File: config.mk
export PLATFORM = sky130hd
export DESIGN_NAME = reaction_time_counter
export DESIGN_NICKNAME = d
export VERILOG_FILES = /design/src/rtl/reaction_time_counter.sv
export SDC_FILE = /design/constraint.sdc
export NUM_CORES = 1
export LEC_CHECK = 0
export ABC_AREA = 1
export CORE_ASPECT_RATIO = 0.5
export CORE_MARGIN = 2
export CORE_UTILIZATION = 30
export CTS_BUF_LIST = sky130_fd_sc_hd__clkbuf_8
export DETAILED_ROUTE_END_ITERATION = 10
export SYNTH_ARGS = -nofsm -noshare
export SYNTH_HDL_FRONTEND = slang
export SYNTH_SLANG_ARGS = --single-unit
File: constraint.sdc
create_clock -name clk_50M -period 2.35 [get_ports clk_50M]
set_input_delay 0.3525 -clock clk_50M [delete_from_list [all_inputs] [get_ports clk_50M]]
set_output_delay 0.3525 -clock clk_50M [all_outputs]
set_load 0.02 [all_outputs]
File: src/rtl/reaction_time_counter.sv
// Millisecond reaction-time counter: 4-digit BCD elapsed time driven by the game's
// CounterFlag/ErrorFlag pair, with a one-cycle result pulse and a best-time register.
module reaction_time_counter #(
  parameter int TICK_DIV = 50000,
  parameter int TICK_W   = 16
) (
  input  logic        clk_50M,
  input  logic        clear,
  input  logic [1:0]  CounterFlag,
  input  logic        ErrorFlag,
  output logic [15:0] CounterOut,
  output logic        Overflow,
  output logic        Running,
  output logic        ResultValid,
  output logic [15:0] BestTime,
  output logic        BestValid
);

  typedef enum logic [1:0] {
    IDLE = 2'd0,
    RUN  = 2'd1,
    HOLD = 2'd2
  } state_t;

  localparam logic [TICK_W-1:0] TICK_LAST = TICK_W'(TICK_DIV - 1);
  localparam logic [1:0] FLAG_CLEAR = 2'b00;
  localparam logic [1:0] FLAG_STOP  = 2'b01;
  localparam logic [1:0] FLAG_RUN   = 2'b10;

  state_t            state;
  logic [1:0]        prev_flag;
  logic [TICK_W-1:0] prescaler;
  logic [15:0]       count_inc;
  logic              tick;
  logic              result_ok;

  // NOTE: every variable written in always_comb gets a default first, so no
  // path can leave it unassigned and infer a latch.
  always_comb begin : bcd_next
    logic carry;
    count_inc = CounterOut;
    carry     = 1'b1;
    for (int i = 0; i < 4; i++) begin
      if (carry) begin
        if (CounterOut[4*i +: 4] == 4'd9) begin
          count_inc[4*i +: 4] = 4'd0;
        end else begin
          count_inc[4*i +: 4] = CounterOut[4*i +: 4] + 4'd1;
          carry               = 1'b0;
        end
      end
    end
  end

  assign tick      = (prescaler == TICK_LAST);
  // Only a genuine 10 -> 01 stop with no foul and no saturation is a result.
  assign result_ok = (prev_flag == FLAG_RUN) && !ErrorFlag && !Overflow;
  assign Running   = (state == RUN);

  // NOTE: sequential state uses non-blocking assignments only, so every
  // right-hand side reads the value from before this clock edge.
  always_ff @(posedge clk_50M) begin
    if (clear) begin
      state       <= IDLE;
      prev_flag   <= FLAG_CLEAR;
      prescaler   <= '0;
      CounterOut  <= 16'h0000;
      Overflow    <= 1'b0;
      ResultValid <= 1'b0;
      BestTime    <= 16'h9999;
      BestValid   <= 1'b0;
    end else begin
      ResultValid <= 1'b0;
      prev_flag   <= CounterFlag;
      case (CounterFlag)
        FLAG_CLEAR: begin
          state      <= IDLE;
          prescaler  <= '0;
          CounterOut <= 16'h0000;
          Overflow   <= 1'b0;
        end
        FLAG_RUN: begin
          state <= RUN;
          if (prev_flag != FLAG_RUN) begin
            prescaler  <= '0;
            CounterOut <= 16'h0000;
            Overflow   <= 1'b0;
          end else if (tick) begin
            prescaler <= '0;
            if (CounterOut == 16'h9999) Overflow <= 1'b1;
            else                        CounterOut <= count_inc;
          end else begin
            prescaler <= prescaler + 1'b1;
          end
        end
        FLAG_STOP: begin
          state <= HOLD;
          if (result_ok) begin
            ResultValid <= 1'b1;
            if (CounterOut < BestTime) begin
              BestTime  <= CounterOut;
              BestValid <= 1'b1;
            end
          end
        end
        default: begin
          // Illegal 11 freezes like a stop but never reports a result.
          state <= HOLD;
        end
      endcase
    end
  end

endmodule

### Yosys cells after proc, flatten, opt, wreduce, memory -nomap -nowiden

Index checks and enable logic that the tools add are counted.

* ROM bits: 0
* memories kept: 0
* bits of input ports: 5
* flip-flop bits (word level): 55
* memory bits (writable): 0
* latch bits: 0
* logic and storage cells: 73

* magnitude comparators: 1
* multiplexer cells: 25
* bitwise operators: 1
* add/subtract/negate cells: 5
* reduce and logical (&&, ||, !) cells: 13
* shifts and indexed selects: 0
* eq/ne operators: 17
* div/mod/pow operators: 0
* $mul: 0

Operators with widths (number)
* $mux W16: 5
* $pmux W16 S2: 2
* $eq A16 B16 Y1 const B: 2
* $mux W4: 7
* $ne A3 B3 Y1 const B: 6
* $add A16 B1 Y16 const B: 1
* $add A4 B1 Y4 const B: 4
* $eq A4 B4 Y1 const B: 4
* $lt A16 B16 Y1: 1
* $reduce_and A4 Y1: 3
* $mux W1: 9
* $reduce_and A3 Y1: 3
* $eq A2 B1 Y1 const B: 2
* $eq A2 B2 Y1 const B: 2
* $pmux W2 S2: 1
* $logic_and A1 B1 Y1: 2
* $logic_not A1 Y1: 2
* $logic_not A2 Y1: 1
* $ne A2 B2 Y1 const B: 1
* $pmux W1 S2: 1
* $reduce_bool A2 Y1: 1
* $reduce_or A2 Y1: 1
* $not A1 Y1: 1

### Logic depth before layout (Yosys ltp)

* word-level depth: 9
* depth in mapped cells: 14

### Worst setup path after synthesis

No wires, ideal clock.

* kind: register -> register
* start point: register BestTime[15]
* end point: register BestTime[0]
* clock period less this slack: 1851 ps
* arrival: 1721 ps
* stages on the path, launching flop included: 10
* data required time: 2220 ps
* setup slack: 499 ps
* cells stage by stage: dfxtp_1 -> inv_1 -> ha_1 -> a21oi_1 -> o21ai_0 -> a21oi_1 -> nand4_4 -> buf_2 -> nand2_1 -> nand3_1

* word-level cells in the longest chain between the ends: 2

RTL lines
* start: declaration: RTL line 15 `output logic [15:0] BestTime,`
* start signal: assignment: RTL line 101 `BestTime <= CounterOut;`
* $lt A16 B16 Y1: RTL line 100 `if (CounterOut < BestTime) begin`
* $reduce_and A3 Y1 (no source line)

No other way between the ends.
A chain may end at the register's enable or synchronous reset.

### Worst setup path in the final report

* start point: register CounterOut[9]
* end point: register BestTime[10]

* word-level cells in the longest chain between the ends: 2

RTL lines
* start: declaration: RTL line 11 `output logic [15:0] CounterOut,`
* start signal: assignment: RTL line 91 `else CounterOut <= count_inc;`
* $lt A16 B16 Y1: RTL line 100
* $reduce_and A3 Y1 (no source line)

No other way between the ends.

==> summary.txt <==
status - finished, final reports clean
Logic pwr share - 0.115
Largest delay share family, worst path - simple AND/OR/NAND/NOR gates
Final Slew Violations - 0
Antenna Nets Post-Route - 0
maximum vdd drop - 0.000295 V
Leakage - 1.74 nW
leading area contributor after synthesis - dfxtp_1
commonest non-fill, non-tap cell in the layout - nand2_1
CTS tree - yes
placer congestion estimate - 0.787
setup ws final - 0.255 ns
DRC viols - 0
post-synthesis sequential area ratio - 0.343
DR pass1 iterations - 4
synth unique cells - 40
slowest cell delay on critical path - 0.53 ns
pwr/cell area - 483 nW/um^2
hold path depth - 2
antenna diode instance count - 0
required time at the worst-slack endpoint - 2.58 ns
clock slew at reported path FFs - 0.11 ns
I/O Buffers - 40
Int Pwr - 1.46 mW
Clock Skew - 0.0210 ns
area of the multi-input gates - 1870 um^2
initial DRC count - 204
Synth Register Bits - 55
core area - 10300 um^2
Worst slew margin - 0.571
Crit Path Class - reg2reg
Top FF cell, synth - dfxtp_1
pin count of the biggest net entering global routing - 26
commonest non-fill, non-tap cells in the layout - 90 x nand2_1, 60 x nor2_1, 55 x dfxtp_1
WP data arrival - 2.33 ns
routed wire length - 7.99 mm
sw frac - 0.249
crit end category - flop
Rows - 26
crit-path cells - ha_1, nand2_1, inv_1, o21ai_1, nand2_1, a21oi_2, nand4_4, nor2_1, nor2_1
max_cap viols - 0
total CTS buffers - 5
ranking of synthesized cells by area - dfxtp_1 34%, nand2_1 11%, ha_1 9.3%
RSZ-0062 raised after global routing - false
Buf/Inv on CP - 1
global-route wire length before repair - 13.1 mm
Post-CTS Setup Bufs - 0
WL per Instance - 12.5 um
GRT Total Usage - 0.140
post-synthesis net count - 472
Period minus WS final - 2.09 ns
Via-to-Cell Ratio - 4.50
HP Class - reg2reg
startpoint types - flop
register area - 1100 um^2
hold path endpoint - BestValid
Mapped Area - 3210 um^2
hold_sp - BestValid
Die Span Y - 77.2 um
nets - 526
die area - 11600 um^2
Initial Util - 0.311
global route overflow - 0
Die W - 150 um
CP max stage cell - dfxtp_1
top cell type's share of synthesized area - 0.343
Layout fillers - 1071
Clk network pwr share - 0.385
Non-Filler Instances - 638
Yosys warning total - 0
clock buffer depth - 2
post-synthesis area per instance - 7.25 um^2
switching pwr - 484 uW
Syn Inst Count - 443
share of cells above drive strength 1 - 0.133
via count - 2870
initial antenna violation count - 0
Final Setup Violations - 0
Flop pwr share - 0.500
Worst Reg-to-Reg Cells - 9
Worst Tran Pin Value - 0.641 ns
reg2reg end - BestTime[10]
Placed Cells - 629
dpl hpwl - 5.83 mm
period utilization - 0.891
final core occ - 0.389
Post-synth ARST share - 0
Top-Level Pins - 41
Final Hold Viols - 0
setup TNS - 0 ns
root buffer cell - clkbuf_8
total clock sinks - 55
Power Total - 1.94 mW
setup slack at placement - 0.225 ns
vias in the first global route - 2771
area delta synth->final - 25.0%
Post-synth EDFFs - 0
Fmax achieved - 477 MHz
reg-to-reg critical path startpoint - CounterOut[9]
Worst-Skew Late Latency - 0.33 ns
H-tree levels - 2
reg2reg setup slack - 0.26 ns
maximum fanout along the worst path - 13
Worst Setup SP - CounterOut[9]
[Yosys cell counts (2+ instances only)]
library cell and instances:
nand2_2 7, inv_1 51, nor4_1 4, nor3_2 3, o21ai_1 10, nand2_1 90, a21oi_1 18, nand3b_1 4
nor2_1 60, nand2_4 2, ha_1 24, nor3_1 8, xnor2_1 4, clkbuf_1 6, a21oi_2 2, o21ai_0 6
xor2_1 10, o21ai_2 2, inv_2 7, o22ai_1 2, buf_2 2, nand3_1 35, nor2_4 3, nor2_2 7
dfxtp_1 55, nand4_1 6, a31oi_4 2
[kinds of logic after synthesis]
logic type	after synthesis	share of synthesized area
buffers and inverters	68	0.0841
DFF	55	0.343
and+or+nand+nor	235	0.348
xor gates and xnor gates	14	0.0382
adders and majority gates	24	0.0935
AOI/OAI and AO/OA	47	0.0935
[area by class of cell]
class / count / share of cell area
timing repair buffer: 55 / 0.128
inverter: 59 / 0.0564
tap: 140 / 0.0436
multi-input combinational: 321 / 0.465
clock inverter: 3 / 0.0159
sequential: 55 / 0.274
clock buffer: 5 / 0.0171
[worst reg2reg max path: stages, from the launching register on]
cell and delay (ns):
dfxtp_1 0.53, ha_1 0.31, nand2_1 0.06, inv_1 0.03, o21ai_1 0.10, nand2_1 0.10
a21oi_2 0.32, nand4_4 0.29, nor2_1 0.20, nor2_1 0.06
[per-layer routing]
layer | vias up | wire length (um) | share of wire | track usage
li1 | 1538 | - | - | -
met1 | 1286 | 4050 | 0.51 | 0.187
met2 | 39 | 3510 | 0.44 | 0.230
met3 | 7 | 355 | 0.044 | 0.0315
met4 | 0 | 70 | 0.0088 | 0.0349
met5 | - | 0 | 0 | 0
[state kept, by name, indices dropped and copies added, names as in the netlist]
name	flops
state	2
BestTime	16
prescaler	16
Overflow	1
prev_flag	2
CounterOut	16
ResultValid	1
BestValid	1
[through the flow]
stage | cell area (um^2) | hold slack, ns
floorplan | 3210 | 0.450
global placement | 3860 | 0.445
detailed placement | 3860 | 0.453
CTS | 3990 | 0.468
global route | 4010 | 0.490
finish | 4010 | 0.463
[timing repair]
| item | CTS | global route |
|---|---|---|
| endpoints found under the setup margin | 0 | 3 |
| resized for setup | 0 | 2 |
| hold buffers | 0 | 0 |
[power groups by stage]
stage                     combinational [mW]  clock, mW  sequential [mW]
final                                  0.223      0.747            0.970
after CTS                              0.222      0.757            0.970
after global routing                   0.247      0.798            0.973
after floorplan                        0.121          0             1.01
after global placement                 0.218          0            0.992
after detailed placement               0.221          0            0.992
[worst max path at each step]
stage,to,slack (ns),cells after the start
finish,BestTime[10],0.26,9
global route,BestTime[9],0.06,9
CTS,BestTime[10],0.20,9
detailed placement,CounterOut[8],0.23,12
global placement,CounterOut[9],0.24,12
floorplan,BestTime[0],0.50,9
Power figures use the tool's default switching activity.
